File: src/rtl/kse_pkg.sv
// Shared definitions for the keypad scanner: FSM state encoding, width helpers
// and the binary-to-BCD conversion used on the FIFO head.
package kse_pkg;

  typedef enum logic [1:0] {
    ST_SCAN      = 2'd0,
    ST_DEB_PRESS = 2'd1,
    ST_HOLD      = 2'd2,
    ST_DEB_REL   = 2'd3
  } kse_state_e;

  function automatic int kse_code_w(input int keys);
    return (keys > 1) ? $clog2(keys) : 1;
  endfunction

  function automatic int kse_count_w(input int depth);
    return $clog2(depth) + 1;
  endfunction

  // Key codes never exceed 63, so a divide/modulo by ten is exact.
  function automatic logic [7:0] kse_bin2bcd(input logic [7:0] bin);
    logic [3:0] tens;
    logic [3:0] units;
    tens  = 4'(bin / 8'd10);
    units = 4'(bin % 8'd10);
    return {tens, units};
  endfunction

endpackage

File: src/rtl/kse_fifo.sv
// Show-ahead key FIFO; the head output falls back to the last popped word
// when the FIFO is empty.
module kse_fifo
  import kse_pkg::*;
#(
  parameter  int W     = 4,
  parameter  int DEPTH = 8,
  localparam int AW    = $clog2(DEPTH),
  localparam int NW    = kse_count_w(DEPTH)
) (
  input  logic          clk_i,
  input  logic          rst_ni,
  input  logic          push_i,
  input  logic          pop_i,
  input  logic [W-1:0]  data_i,
  output logic [W-1:0]  data_o,
  output logic          full_o,
  output logic          empty_o,
  output logic [NW-1:0] count_o
);

  logic [W-1:0]  mem_q [DEPTH];
  logic [AW-1:0] wr_q, rd_q;
  logic [NW-1:0] cnt_q, cnt_d;
  logic [W-1:0]  last_q;
  logic          do_pop, do_push;

  assign empty_o = (cnt_q == '0);
  assign full_o  = (cnt_q == NW'(DEPTH));
  assign do_pop  = pop_i & ~empty_o;
  assign do_push = push_i & (~full_o | do_pop);
  assign count_o = cnt_q;
  assign data_o  = empty_o ? last_q : mem_q[rd_q];

  always_comb begin
    cnt_d = cnt_q;
    case ({do_push, do_pop})
      2'b10:   cnt_d = cnt_q + 1'b1;
      2'b01:   cnt_d = cnt_q - 1'b1;
      default: cnt_d = cnt_q;
    endcase
  end

  always_ff @(posedge clk_i or negedge rst_ni) begin
    if (!rst_ni) begin
      wr_q   <= '0;
      rd_q   <= '0;
      cnt_q  <= '0;
      last_q <= '0;
    end else begin
      if (do_push) wr_q <= wr_q + 1'b1;
      if (do_pop) begin
        rd_q   <= rd_q + 1'b1;
        last_q <= mem_q[rd_q];
      end
      cnt_q <= cnt_d;
    end
  end

  always_ff @(posedge clk_i) begin
    if (do_push) mem_q[wr_q] <= data_i;
  end

endmodule

File: src/rtl/kse_scan_p.sv
// Debounced row/column keypad scanner feeding a key-code FIFO with BCD head view.
// One key event per press; no auto-repeat.
module kse_scan_p
  import kse_pkg::*;
#(
  parameter  int ROWS     = 4,
  parameter  int COLS     = 4,
  parameter  int DEPTH    = 8,
  parameter  int SCAN_DIV = 16,
  parameter  int DEB      = 4,
  localparam int CW       = kse_code_w(ROWS * COLS),
  localparam int NW       = kse_count_w(DEPTH)
) (
  input  logic            clk_i,
  input  logic            rst_ni,
  input  logic [ROWS-1:0] row_i,
  input  logic            read_i,
  input  logic            clr_ovf_i,
  output logic [COLS-1:0] col_o,
  output logic [CW-1:0]   code_o,
  output logic [7:0]      bcd_o,
  output logic            valid_o,
  output logic [NW-1:0]   count_o,
  output logic            ovf_o
);

  localparam int CIW  = (COLS > 1) ? $clog2(COLS) : 1;
  localparam int RIW  = (ROWS > 1) ? $clog2(ROWS) : 1;
  localparam int DIVW = (SCAN_DIV > 1) ? $clog2(SCAN_DIV) : 1;
  localparam int DEBW = (DEB > 1) ? $clog2(DEB) : 1;

  kse_state_e      state_q, state_d;
  logic [CIW-1:0]  col_idx_q, col_idx_d, col_next;
  logic [DIVW-1:0] div_q, div_d;
  logic [DEBW-1:0] deb_q, deb_d;
  logic [ROWS-1:0] pat_q, pat_d;
  logic            ovf_q, ovf_d;
  logic [RIW-1:0]  low_row;
  logic [CW-1:0]   key_code;
  logic            key_evt, fifo_full, fifo_empty, pop, drop;

  for (genvar gi = 0; gi < COLS; gi++) begin : g_col
    assign col_o[gi] = (col_idx_q == CIW'(gi));
  end

  assign col_next = (col_idx_q == CIW'(COLS - 1)) ? '0 : col_idx_q + 1'b1;

  // Lowest closed row wins when several rows are closed together.
  always_comb begin
    low_row = '0;
    for (int i = ROWS - 1; i >= 0; i--) begin
      if (pat_q[i]) low_row = RIW'(i);
    end
  end

  assign key_code = CW'(int'(col_idx_q) * ROWS + int'(low_row));

  always_comb begin
    state_d   = state_q;
    col_idx_d = col_idx_q;
    div_d     = div_q;
    deb_d     = deb_q;
    pat_d     = pat_q;
    key_evt   = 1'b0;
    case (state_q)
      ST_SCAN: begin
        if (row_i != '0) begin
          state_d = ST_DEB_PRESS;
          pat_d   = row_i;
          deb_d   = '0;
          div_d   = '0;
        end else if (div_q == DIVW'(SCAN_DIV - 1)) begin
          div_d     = '0;
          col_idx_d = col_next;
        end else begin
          div_d = div_q + 1'b1;
        end
      end
      ST_DEB_PRESS: begin
        // The latched pattern is non-zero, so a zero row also counts as a change.
        if (row_i != pat_q) begin
          state_d = ST_SCAN;
        end else if (deb_q == DEBW'(DEB - 1)) begin
          key_evt = 1'b1;
          state_d = ST_HOLD;
        end else begin
          deb_d = deb_q + 1'b1;
        end
      end
      ST_HOLD: begin
        if (row_i == '0) begin
          state_d = ST_DEB_REL;
          deb_d   = '0;
        end
      end
      ST_DEB_REL: begin
        if (row_i != '0) begin
          state_d = ST_HOLD;
        end else if (deb_q == DEBW'(DEB - 1)) begin
          state_d   = ST_SCAN;
          col_idx_d = col_next;
          div_d     = '0;
        end else begin
          deb_d = deb_q + 1'b1;
        end
      end
      default: state_d = ST_SCAN;
    endcase
  end

  assign pop   = read_i & ~fifo_empty;
  assign drop  = key_evt & fifo_full & ~pop;
  assign ovf_d = drop ? 1'b1 : (clr_ovf_i ? 1'b0 : ovf_q);

  always_ff @(posedge clk_i or negedge rst_ni) begin
    if (!rst_ni) begin
      state_q   <= ST_SCAN;
      col_idx_q <= '0;
      div_q     <= '0;
      deb_q     <= '0;
      pat_q     <= '0;
      ovf_q     <= 1'b0;
    end else begin
      state_q   <= state_d;
      col_idx_q <= col_idx_d;
      div_q     <= div_d;
      deb_q     <= deb_d;
      pat_q     <= pat_d;
      ovf_q     <= ovf_d;
    end
  end

  kse_fifo #(
    .W    (CW),
    .DEPTH(DEPTH)
  ) u_fifo (
    .clk_i  (clk_i),
    .rst_ni (rst_ni),
    .push_i (key_evt),
    .pop_i  (read_i),
    .data_i (key_code),
    .data_o (code_o),
    .full_o (fifo_full),
    .empty_o(fifo_empty),
    .count_o(count_o)
  );

  assign valid_o = ~fifo_empty;
  assign bcd_o   = kse_bin2bcd(8'(code_o));
  assign ovf_o   = ovf_q;

endmodule

File: config.mk
export PLATFORM = sky130hd
export DESIGN_NAME = kse_scan_p
export DESIGN_NICKNAME = d
export VERILOG_FILES = /design/src/rtl/kse_pkg.sv /design/src/rtl/kse_fifo.sv /design/src/rtl/kse_scan_p.sv
export SDC_FILE = /design/constraint.sdc
export NUM_CORES = 1
export LEC_CHECK = 0
export CORE_MARGIN = 2
export CORE_UTILIZATION = 30
export DETAILED_ROUTE_END_ITERATION = 10
export HOLD_SLACK_MARGIN = 0.02
export RECOVER_POWER = 100
export SYNTH_ARGS = -nofsm -noshare
export SYNTH_HDL_FRONTEND = slang
export SYNTH_SLANG_ARGS = --single-unit
File: constraint.sdc
create_clock -name clk_i -period 3.4 [get_ports clk_i]
set_input_delay 1.02 -clock clk_i [delete_from_list [all_inputs] [get_ports clk_i]]
set_output_delay 1.02 -clock clk_i [all_outputs]
set_load 0.02 [all_outputs]
==> results.py <==
metrics = {
    "run_status": {
        "status": "finished with violations",
        "violations": "max-capacitance violations, max-slew violations",
    },
    "global_route": {
        "grt_pass1_wl_um": 9204,
        "antenna_found_initial": 0,
        "grt_usage_pct": 10.74,
        "grt_max_degree": 30,
        "grt-ovfl-total": 0,
        "grt_pass1_vias": 1877,
    },
    "yosys": {
        "synthMuxAreaShare_pct": 11.87,
        "synth.largest_area_cell": "edfxtp_1",
        "synth_area_leaders": "edfxtp_1, dfrtp_1, mux2i_1",
        "synth_edf_count": 32,
        "syn_area_um2": 3005,
        "synth.distinct_cells": 49,
        "synth_xor_area_share_pct": 3.206,
        "synth-async-reset-ratio_pct": 47.54,
        "synth_ff_type": "edfxtp_1",
        "yosysWarnings": 0,
        "synthAdderAreaFrac_pct": 5.246,
        "synth-simple-area-share_pct": 10.78,
        "yosysTopAreaCellShare_pct": 31.97,
        "synth_compound_area_share_pct": 8.368,
        "yosysSeqAreaShare_pct": 56.12,
        "avgSynthCellArea_um2": 12.73,
        "synth_top_family_by_area": "multiplexers",
        "ys_ff_latch": 61,
        "synth_cells": 236,
    },
    "timing": {
        "worst_slew_pin_slew_ns": 1.641,
        "rsz0062_at_grt": "true",
        "finClkSkew_ns": 0.005070,
        "timing.fmax_mhz": 301.0,
        "setup_viol": 0,
        "min_period_ns": 3.322,
        "hold_viol": 0,
        "slew_viol_final": 30,
        "fin_crit_sh_pct": 97.70,
        "fin_tns_setup_ns": 0,
        "maxSlewHeadroom_pct": -9.428,
    },
    "route": {
        "highest_layer": "met4",
        "wl_met2_um": 2456,
        "routed_wl_um": 5358,
        "route.vias.total": 1859,
        "viasPerCell": 4.426,
        "dr.pass1.iters": 4,
        "wl_per_cell_um": 12.76,
        "post-route-drc-count": 0,
        "drtIter0Drc": 61,
        "dr_wl_met3_um": 189,
        "met1Wirelength_um": 2602,
        "drtAntennaViolNets": 0,
    },
    "clocking": {
        "numCtsBuffers": 9,
        "postCtsSetupBuffers": 0,
        "h-tree-depth": 3,
        "worst_skew_pair.late_latency_ns": 0.33,
        "cts_buffer_depth": 2,
        "cts.sinks": 61,
        "cts_hold_buf": 0,
        "clock-root-buffer": "clkbuf_8",
        "cts_tree": "yes",
        "clk_pin_slew_ns": 0.07,
    },
    "floorplanning": {
        "io_pins": 30,
        "die_area_um2": 10830,
        "start_util_pct": 30.89,
        "rows": 36,
        "die_y_um": 104.1,
        "core_um2": 9729,
        "die-width_um": 104.1,
    },
    "cells_and_area": {
        "area_growth_pct": 20.77,
        "nFillCells": 979,
        "nNetsFinal": 302,
        "fin_area_um2": 3630,
        "antenna_cells": 0,
        "drive_gt1_share_pct": 13.94,
    },
    "place": {
        "place.gp.congestion": 0.7556,
        "hpwl_um": 3867,
        "placed_area_um2": 3510,
        "port_buffers": 26,
    },
    "critical_path": {
        "r2r_slack_ns": 0.60,
        "crit_arrival_ns": 2.30,
        "end_kind": "primary output",
        "cp.required_ns": 2.38,
        "cp_max_fo": 6,
        "cp-start-kind": "register",
        "worstSetupPathType": "reg -> out",
    },
    "power": {
        "p_leak_nw": 1.456,
        "ir_worst_vdd_mv": 0.3559,
        "p_per_area_nw_per_um2": 829.7,
    },
    "hold_path": {
        "min_path_type": "reg -> reg",
    },
    "flow_run": {
        "max_cap_viol_count": 1,
    },
}
-- final cells by class --
type                    instances  area (um2)  share of cell area (%)
flip-flops and latches         61        1687                   46.47
well taps                     133       166.4                   4.585
repair buffers                 45       335.3                   9.238
multi-input cells             150        1202                   33.13
inverters                      15       56.30                   1.551
clock inverters                 5       51.30                   1.413
clock buffers                  11       131.4                   3.619
-- cell usage after synthesis, types with 3 or more instances --
master     n
edfxtp_1  32
dfrtp_1   29
nand2_1   24
mux2i_1   15
inv_1     14
ha_1      11
xnor2_1   10
a21oi_1    9
nor2_1     8
mux2_2     7
o21ai_0    7
nor3_1     6
buf_4      5
mux4_2     5
nand3_1    5
a21o_1     4
clkbuf_1   4
nor3b_1    4
o21a_1     3
-- layout by cell type, fill, tap and decap left out, types with 2 or more instances in the layout --
master           Yosys  layout
nand3_1              5       5
nor3_1               6       6
conb_1               1       3
clkinv_2             0       2
xnor2_1             10      10
clkbuf_1             4      16
edfxtp_1            32      32
nor2_1               8       8
a21oi_1              9       8
mux4_2               5       5
a221oi_1             2       2
nor3b_1              4       4
nand4_1              2       2
buf_4                5       7
clkbuf_8             0       9
ha_1                11      11
nand2_1             24      24
o21a_1               3       3
clkdlybuf4s50_1      0       5
mux2i_1             15      15
nor2b_1              2       2
dfrtp_1             29      29
mux2_2               7       7
o21ai_0              7       7
inv_1               14      15
dlygate4sd2_1        0       5
dlygate4sd3_1        0      12
a21o_1               4       4
-- through the flow --
| step | hold slack (ns) | worst slack (ns) | std cells | utilization [%] | power (mW) |
|---|---|---|---|---|---|
| after floorplan | 0.4497 | 0.1082 | 238 | - | 2.051 |
| after global placement | 0.4629 | 0.001400 | 404 | 36.07 | 2.506 |
| after detailed placement | 0.4759 | -0.05441 | 404 | 36.07 | 2.539 |
| after CTS | 0.4912 | 0.005227 | 420 | 37.90 | 3.083 |
| after global routing | 0.5071 | -0.01356 | 420 | 37.31 | 3.233 |
| final | 0.4909 | 0.07820 | 420 | 37.31 | 3.012 |
-- sequential cells by signal, summed over array words and instances, names as in the netlist --
register and flops:
u_fifo.mem_q 32, div_q 4, pat_q 4, u_fifo.count_o 4, u_fifo.last_q 4, u_fifo.rd_q 3, u_fifo.wr_q 3, col_idx_q 2
deb_q 2, state_q 2, ovf_o 1
-- kinds of logic (layout without fill, tap and decap cells) --
| logic type | after synthesis | in the layout |
|---|---|---|
| other | 1 | 3 |
| muxes | 28 | 28 |
| buffers and inverters | 27 | 76 |
| and+or+nand+nor | 60 | 60 |
| AOI/OAI and AO/OA | 36 | 36 |
| adders and majority gates | 12 | 12 |
| xor gates and xnor gates | 11 | 11 |
| DFF | 61 | 61 |
-- where the power goes --
| part | leakage (nW) | switching (mW) | total (mW) | internal, mW |
|---|---|---|---|---|
| logic | 0.708 | 0.660 | 1.26 | 0.597 |
| registers | 0.657 | 0.203 | 1.15 | 0.946 |
| clock network | 0.0907 | 0.273 | 0.607 | 0.334 |
-- path summary, 6_finish.rpt --
check,from,to,cells after the start
setup / recovery,u_fifo.rd_q[0],bcd_o[2],7
hold / removal,u_fifo.last_q[0],u_fifo.last_q[0],2
setup reg to reg,u_fifo.count_o[1],u_fifo.count_o[3],12
hold reg to reg,u_fifo.last_q[0],u_fifo.last_q[0],2
min in group asynchronous,rst_ni,u_fifo.last_q[1],2
max in group asynchronous,rst_ni,div_q[0],2
-- worst max-delay path, cell delays in order, from the launching register on --
cell     delay, ns
dfrtp_1       0.39
buf_4         0.17
mux2i_1       0.13
mux4_2        0.49
o21a_1        0.22
ha_1          0.31
a21oi_2       0.11
buf_4         0.14
-- per-layer routing --
metal / vias to the layer above / GRT usage [%]
met5: - / 0
met4: 0 / 5.792
met3: 10 / 2.130
met2: 36 / 16.87
met1: 882 / 13.98
li1: 931 / -
-- repair_timing --
action                                  4_1_cts  5_1_grt
endpoints found under the hold margin         0        0
endpoints found under the setup margin        9        4
cloned                                        0        0
gates resized for setup                      15        9
pin swaps                                     0        1
(Power assumes the default switching activity.)
